[src/rtl/spi_master_mc_pkg.sv]
// Shared encodings for the multi-chip-select SPI master: FSM states and
// bit positions of the {CPOL,CPHA} mode field.
package spi_master_mc_pkg;

    typedef enum logic [2:0] {
        ST_IDLE  = 3'd0,
        ST_SETUP = 3'd1,
        ST_LEAD  = 3'd2,
        ST_TRAIL = 3'd3,
        ST_HOLD  = 3'd4,
        ST_DONE  = 3'd5
    } spi_state_e;

    localparam int unsigned MODE_CPOL = 1;
    localparam int unsigned MODE_CPHA = 0;

    // Phases in which the half-period timer runs.
    function automatic logic timed_state(input spi_state_e s);
        return (s == ST_SETUP) || (s == ST_LEAD) || (s == ST_TRAIL) || (s == ST_HOLD);
    endfunction

endpackage

[src/rtl/spi_master_mc_timer.sv]
// Half-period timer: counts 0..H and pulses tick_o on the last cycle of a phase,
// then wraps so back-to-back phases are each exactly H+1 cycles long.
module spi_master_mc_timer #(
    parameter int unsigned WIDTH = 16
) (
    input  logic             i_clk,
    input  logic             i_rst_n,
    input  logic             clear_i,
    input  logic [WIDTH-1:0] half_i,
    output logic             tick_o
);

    logic [WIDTH-1:0] cnt_q;
    logic [WIDTH-1:0] cnt_d;

    assign tick_o = !clear_i && (cnt_q == half_i);

    always_comb begin
        cnt_d = cnt_q + WIDTH'(1);
        if (clear_i || tick_o) begin
            cnt_d = '0;
        end
    end

    always_ff @(posedge i_clk or negedge i_rst_n) begin
        if (!i_rst_n) begin
            cnt_q <= '0;
        end else begin
            cnt_q <= cnt_d;
        end
    end

endmodule

[src/rtl/spi_master_mc.sv]
// Full-duplex SPI master: CPOL/CPHA modes, MSB/LSB order, variable length,
// programmable SCK half-period and decoded active-low chip selects.
module spi_master_mc
    import spi_master_mc_pkg::*;
#(
    parameter  int unsigned DATA_WIDTH  = 32,
    parameter  int unsigned DELAY_WIDTH = 16,
    parameter  int unsigned NUM_CS      = 4,
    localparam int unsigned LEN_W       = $clog2(DATA_WIDTH),
    localparam int unsigned CS_W        = (NUM_CS > 1) ? $clog2(NUM_CS) : 1
) (
    input  logic                   i_clk,
    input  logic                   i_rst_n,
    input  logic                   i_start,
    input  logic [1:0]             i_mode,
    input  logic                   i_lsb_first,
    input  logic [CS_W-1:0]        i_cs_sel,
    input  logic [LEN_W-1:0]       i_len,
    input  logic [DELAY_WIDTH-1:0] i_half_period,
    input  logic [DATA_WIDTH-1:0]  i_data,
    input  logic                   i_miso,
    output logic                   o_sck,
    output logic                   o_mosi,
    output logic [NUM_CS-1:0]      o_cs_n,
    output logic                   o_busy,
    output logic                   o_done,
    output logic [DATA_WIDTH-1:0]  o_rx_data
);

    // Bit idx of the transfer order maps to data[idx] (LSB-first) or data[len-idx].
    function automatic logic pick_bit(input logic [DATA_WIDTH-1:0] data,
                                      input logic [LEN_W-1:0]      len,
                                      input logic [LEN_W-1:0]      idx,
                                      input logic                  lsb);
        logic [LEN_W-1:0] pos;
        pos = lsb ? idx : (len - idx);
        return data[pos];
    endfunction

    function automatic logic [NUM_CS-1:0] cs_decode(input logic [CS_W-1:0] sel);
        logic [NUM_CS-1:0] cs;
        cs = '1;
        for (int i = 0; i < int'(NUM_CS); i++) begin
            if (sel == CS_W'(i)) cs[i] = 1'b0;
        end
        return cs;
    endfunction

    spi_state_e              state_q;
    logic                    sck_q;
    logic                    mosi_q;
    logic [NUM_CS-1:0]       cs_n_q;
    logic                    busy_q;
    logic                    done_q;
    logic [DATA_WIDTH-1:0]   rx_data_q;
    logic [DATA_WIDTH-1:0]   tx_q;
    logic [DATA_WIDTH-1:0]   rx_q;
    logic [LEN_W-1:0]        len_q;
    logic [LEN_W-1:0]        bit_cnt_q;
    logic [LEN_W-1:0]        bit_cnt_d;
    logic [LEN_W-1:0]        rx_pos_d;
    logic [DELAY_WIDTH-1:0]  half_q;
    logic                    cpol_q;
    logic                    cpha_q;
    logic                    lsb_q;
    logic                    phase_end;
    logic                    last_bit;

    spi_master_mc_timer #(
        .WIDTH (DELAY_WIDTH)
    ) u_timer (
        .i_clk   (i_clk),
        .i_rst_n (i_rst_n),
        .clear_i (!timed_state(state_q)),
        .half_i  (half_q),
        .tick_o  (phase_end)
    );

    always_comb begin
        bit_cnt_d = bit_cnt_q + LEN_W'(1);
        rx_pos_d  = lsb_q ? bit_cnt_q : (len_q - bit_cnt_q);
        last_bit  = (bit_cnt_q == len_q);
    end

    always_ff @(posedge i_clk or negedge i_rst_n) begin
        if (!i_rst_n) begin
            state_q   <= ST_IDLE;
            sck_q     <= 1'b0;
            mosi_q    <= 1'b0;
            cs_n_q    <= '1;
            busy_q    <= 1'b0;
            done_q    <= 1'b0;
            rx_data_q <= '0;
            tx_q      <= '0;
            rx_q      <= '0;
            len_q     <= '0;
            bit_cnt_q <= '0;
            half_q    <= '0;
            cpol_q    <= 1'b0;
            cpha_q    <= 1'b0;
            lsb_q     <= 1'b0;
        end else begin
            case (state_q)
                ST_IDLE: begin
                    sck_q  <= i_mode[MODE_CPOL];
                    mosi_q <= 1'b0;
                    done_q <= 1'b0;
                    busy_q <= 1'b0;
                    cs_n_q <= '1;
                    if (i_start) begin
                        tx_q      <= i_data;
                        len_q     <= i_len;
                        half_q    <= i_half_period;
                        cpol_q    <= i_mode[MODE_CPOL];
                        cpha_q    <= i_mode[MODE_CPHA];
                        lsb_q     <= i_lsb_first;
                        bit_cnt_q <= '0;
                        rx_q      <= '0;
                        busy_q    <= 1'b1;
                        cs_n_q    <= cs_decode(i_cs_sel);
                        // CPHA=0 slaves sample on the first SCK edge, so bit 0 must already be out.
                        if (!i_mode[MODE_CPHA]) begin
                            mosi_q <= pick_bit(i_data, i_len, '0, i_lsb_first);
                        end
                        state_q <= ST_SETUP;
                    end
                end
                ST_SETUP: begin
                    if (phase_end) begin
                        sck_q <= ~cpol_q;
                        if (cpha_q) begin
                            mosi_q <= pick_bit(tx_q, len_q, '0, lsb_q);
                        end
                        state_q <= ST_LEAD;
                    end
                end
                ST_LEAD: begin
                    if (phase_end) begin
                        sck_q <= cpol_q;
                        if (!cpha_q) begin
                            rx_q[rx_pos_d] <= i_miso;
                            if (!last_bit) begin
                                mosi_q <= pick_bit(tx_q, len_q, bit_cnt_d, lsb_q);
                            end
                        end
                        state_q <= ST_TRAIL;
                    end
                end
                ST_TRAIL: begin
                    if (phase_end) begin
                        if (cpha_q) begin
                            rx_q[rx_pos_d] <= i_miso;
                        end
                        if (last_bit) begin
                            state_q <= ST_HOLD;
                        end else begin
                            bit_cnt_q <= bit_cnt_d;
                            sck_q     <= ~cpol_q;
                            if (cpha_q) begin
                                mosi_q <= pick_bit(tx_q, len_q, bit_cnt_d, lsb_q);
                            end
                            state_q <= ST_LEAD;
                        end
                    end
                end
                ST_HOLD: begin
                    if (phase_end) begin
                        state_q <= ST_DONE;
                    end
                end
                ST_DONE: begin
                    cs_n_q    <= '1;
                    done_q    <= 1'b1;
                    rx_data_q <= rx_q;
                    state_q   <= ST_IDLE;
                end
                default: begin
                    state_q <= ST_IDLE;
                end
            endcase
        end
    end

    assign o_sck     = sck_q;
    assign o_mosi    = mosi_q;
    assign o_cs_n    = cs_n_q;
    assign o_busy    = busy_q;
    assign o_done    = done_q;
    assign o_rx_data = rx_data_q;

    a_cs_onehot0: assert property (@(posedge i_clk) disable iff (!i_rst_n) $onehot0(~o_cs_n));
    a_done_busy:  assert property (@(posedge i_clk) disable iff (!i_rst_n) o_done |-> o_busy);

endmodule

[config.mk]
export PLATFORM = sky130hd
export DESIGN_NAME = spi_master_mc
export DESIGN_NICKNAME = d
export VERILOG_FILES = /design/src/rtl/spi_master_mc_pkg.sv /design/src/rtl/spi_master_mc_timer.sv /design/src/rtl/spi_master_mc.sv
export SDC_FILE = /design/constraint.sdc
export NUM_CORES = 1
export LEC_CHECK = 0
export ABC_AREA = 1
export CORE_ASPECT_RATIO = 1.1
export CORE_UTILIZATION = 55
export DETAILED_ROUTE_END_ITERATION = 10
export PLACE_DENSITY_LB_ADDON = 0.2
export SLEW_MARGIN = 25
export SYNTH_ARGS = -nofsm -noshare
export SYNTH_HDL_FRONTEND = slang
export SYNTH_SLANG_ARGS = --single-unit
[constraint.sdc]
create_clock -name i_clk -period 3.6 [get_ports i_clk]
set_input_delay 0.54 -clock i_clk [delete_from_list [all_inputs] [get_ports i_clk]]
set_output_delay 0.54 -clock i_clk [all_outputs]
set_load 0.01 [all_outputs]
==> flow_summary.toml <==
[critical_path]
cp_common_cell = "nor2_1"
crit_chain = "buf_4 > inv_1 > ha_1 > inv_1 > fa_1 > o21ai_1 > nand3_1 > nand2_1 > nand2_1 > nand3_1 > nand2_1 > nor2_1 > nor2_1 > nor2_1 > nor2_1"
cpPeakStageDelay_ps = 610
crit_buf_inv = 3
worst-path-max-fanout = 18
critical-path-top-delay-family = "simple AND/OR/NAND/NOR gates"
crit_path_top_delay_cell = "o21ai_1"
required_ps = 3930
critPathLaunchType = "flip-flop"
arrival_ps = 3270
rrSetupSlack_ps = 660
worst_setup_path_end_kind = "flip-flop"
critPathKind = "flip-flop to flip-flop"

[global_route]
grt-ovfl-total = 0
grt_antenna_before_repair = 0
track_usage_pct = 27.7
grt_max_degree = 69
grt_pass1_vias = 7028
grt_pass1_wl_mm = 34.5

[timing]
finalMaxSlewViolations = 0
clock_skew_ps = 10.0
slew_headroom_pct = 50.0
rsz0062_at_grt = "no"
hold_ws_ps = 58.8
fmax_mhz = 341
tightest_slew_ps = 748
period_share_pct = 81.5
setup_viol = 0
hold_viol = 0
period_needed_ps = 2940
tns_ps = 0

[synth]
synth_top_area_share_pct = 44.0
netlist_area_mm2 = 0.00841
synth-edff-count = 0
synth-main-ff-cell = "dfrtp_1"
yosys.cell_types.count = 39
ys_seq_area_share_pct = 45.3
ys_warn_count = 0
synthCells = 1070
synth.avg_cell_area_um2 = 7.86
ys_seq_elements = 152
synth_area_leader_cell = "dfrtp_1"
async_flop_share_pct = 100
ys_top_cells_by_area = "dfrtp_1, nand2_1, nand3_1, mux2_2, inv_1"
syn_nets = 1144

[clock_network]
cts_buffer_depth = 2
post_cts_resized = 0
cts_root_buf = "clkbuf_16"
cts_setup_buffers = 0
numCtsBuffers = 17
clk_pin_slew_worst_paths_ps = 60
cts_hold_buf = 0
worstSkewPairLatency_ps = 440
cts_tree = "built"
htree_levels = 4
cts_sinks = 152

[route]
wire_per_inst_um = 15.0
routed_via_density = 5.50
drt-total-wl_mm = 20.5
drt_iter0_markers = 591
drc = 0
vias = 7522
ant_nets = 0
firstDrtPassIters = 5

[final_layout]
fin_area_mm2 = 0.0102
area_growth_pct = 21.7
nFillCells = 1264
diodes = 0
fin_nets = 1233
finalCoreUtilization_pct = 68.3
layout-drive-gt1-share_pct = 11.3
final_cells = 1368

[run_status]
status = "completed"

[pwr]
p_per_area_mw_per_mm2 = 855
leakage_nw = 5.07
peakVddDrop_uv = 554

[placement]
io_buffers = 101
dpl_cell_area_mm2 = 0.00954
place_congestion = 0.986
hpwl_mm = 14.3
dp_cells = 1336

[job]
maxCapViolCount = 0

[min_path]
hp-class = "input port to asynchronous set/reset pin"

[die]
coreArea_mm2 = 0.0150
io_pins = 102
initial_core_util_pct = 56.1
die_h_um = 132
dieArea_mm2 = 0.0158
die_x_um = 120
std_cell_rows = 47
-- synth_stat cells (all sizes together) (4+ instances only) --
| cell type | number |
|---|---|
| xor2 | 20 |
| a21oi | 16 |
| mux2 | 32 |
| nor2 | 65 |
| inv | 72 |
| a31oi | 12 |
| nand3 | 147 |
| buf | 26 |
| nor3 | 7 |
| clkbuf | 15 |
| nand4 | 14 |
| dfstp | 4 |
| nand2 | 408 |
| ha | 10 |
| o21ai | 61 |
| dfrtp | 148 |
-- stage by stage --
step                      worst slack [ps]  power (mW)
final                                  665        8.75
after global routing                   436        9.40
after CTS                              638        8.75
after detailed placement               680        6.60
after global placement                 657        6.53
after floorplan                       1280        5.59
-- routing by layer --
layer / wire (um) / GRT usage, % / vias up
li1: - / - / 3668
met1: 9350 / 38.6 / 3527
met2: 9490 / 42.5 / 283
met3: 1070 / 4.77 / 44
met4: 556 / 12.2 / 0
met5: 0 / 0 / -
-- state kept, by name, summed over array words and instances, names as in the netlist, 3 cells and up --
signal / cells
u_timer.cnt_q: 16
o_rx_data: 32
o_cs_n: 4
tx_q: 32
rx_q: 32
half_q: 16
bit_cnt_q: 5
state_q: 3
len_q: 5
-- kinds of logic after synthesis --
| group | count (synthesis) | share of synthesized area, % |
|---|---|---|
| buffers and inverters | 114 | 6.03 |
| AO/OA/AOI/OAI | 92 | 6.68 |
| XOR/XNOR | 22 | 2.29 |
| adder cells (fa/ha/maj) | 12 | 1.96 |
| flip-flops | 152 | 45.3 |
| AND/OR/NAND/NOR | 646 | 33.5 |
| multiplexers | 32 | 4.29 |
-- power breakdown --
group	switching [mW]	internal (mW)	total, mW
sequential	0.427	2.20	2.63
combinational	2.69	1.32	4.01
clock	0.755	1.35	2.11
-- path summary, 6_finish.rpt --
path                          start            end  cells past startpoint
max in group asynchronous   i_rst_n       tx_q[18]                      2
max reg2reg                len_q[0]         o_mosi                     15
min                         i_rst_n  o_rx_data[13]                      1
min in group i_clk         rx_q[12]       rx_q[12]                      2
max                        len_q[0]         o_mosi                     15
min reg2reg                rx_q[12]       rx_q[12]                      2
-- cell type report --
type | instances | area (um2) | area share [%]
Multi-Input combinational cell | 804 | 4100 | 40.0
Sequential cell | 152 | 3810 | 37.2
Clock buffer | 20 | 457 | 4.46
Inverter | 73 | 279 | 2.73
Clock inverter | 12 | 235 | 2.30
Timing Repair Buffer | 111 | 1110 | 10.9
Tap cell | 196 | 245 | 2.40
-- placed cells by master (no fill, tap or decap), types with 4 or more instances in the layout --
master	instances
buf_4	8
nand4_1	14
nand2_2	5
clkdlybuf4s50_1	100
xor2_1	20
inv_1	66
o21ai_2	19
nor2_1	46
o21ai_1	5
ha_1	10
dfstp_2	4
a31oi_1	12
o21ai_0	37
inv_2	5
clkbuf_16	17
a21oi_1	16
dfrtp_1	148
mux2_2	32
nor2_4	12
nand3_1	145
bufinv_16	6
nand2_1	401
nor3_1	7
nor2_2	7
inv_6	5
No activity file was read; power rests on OpenSTA's default activity.
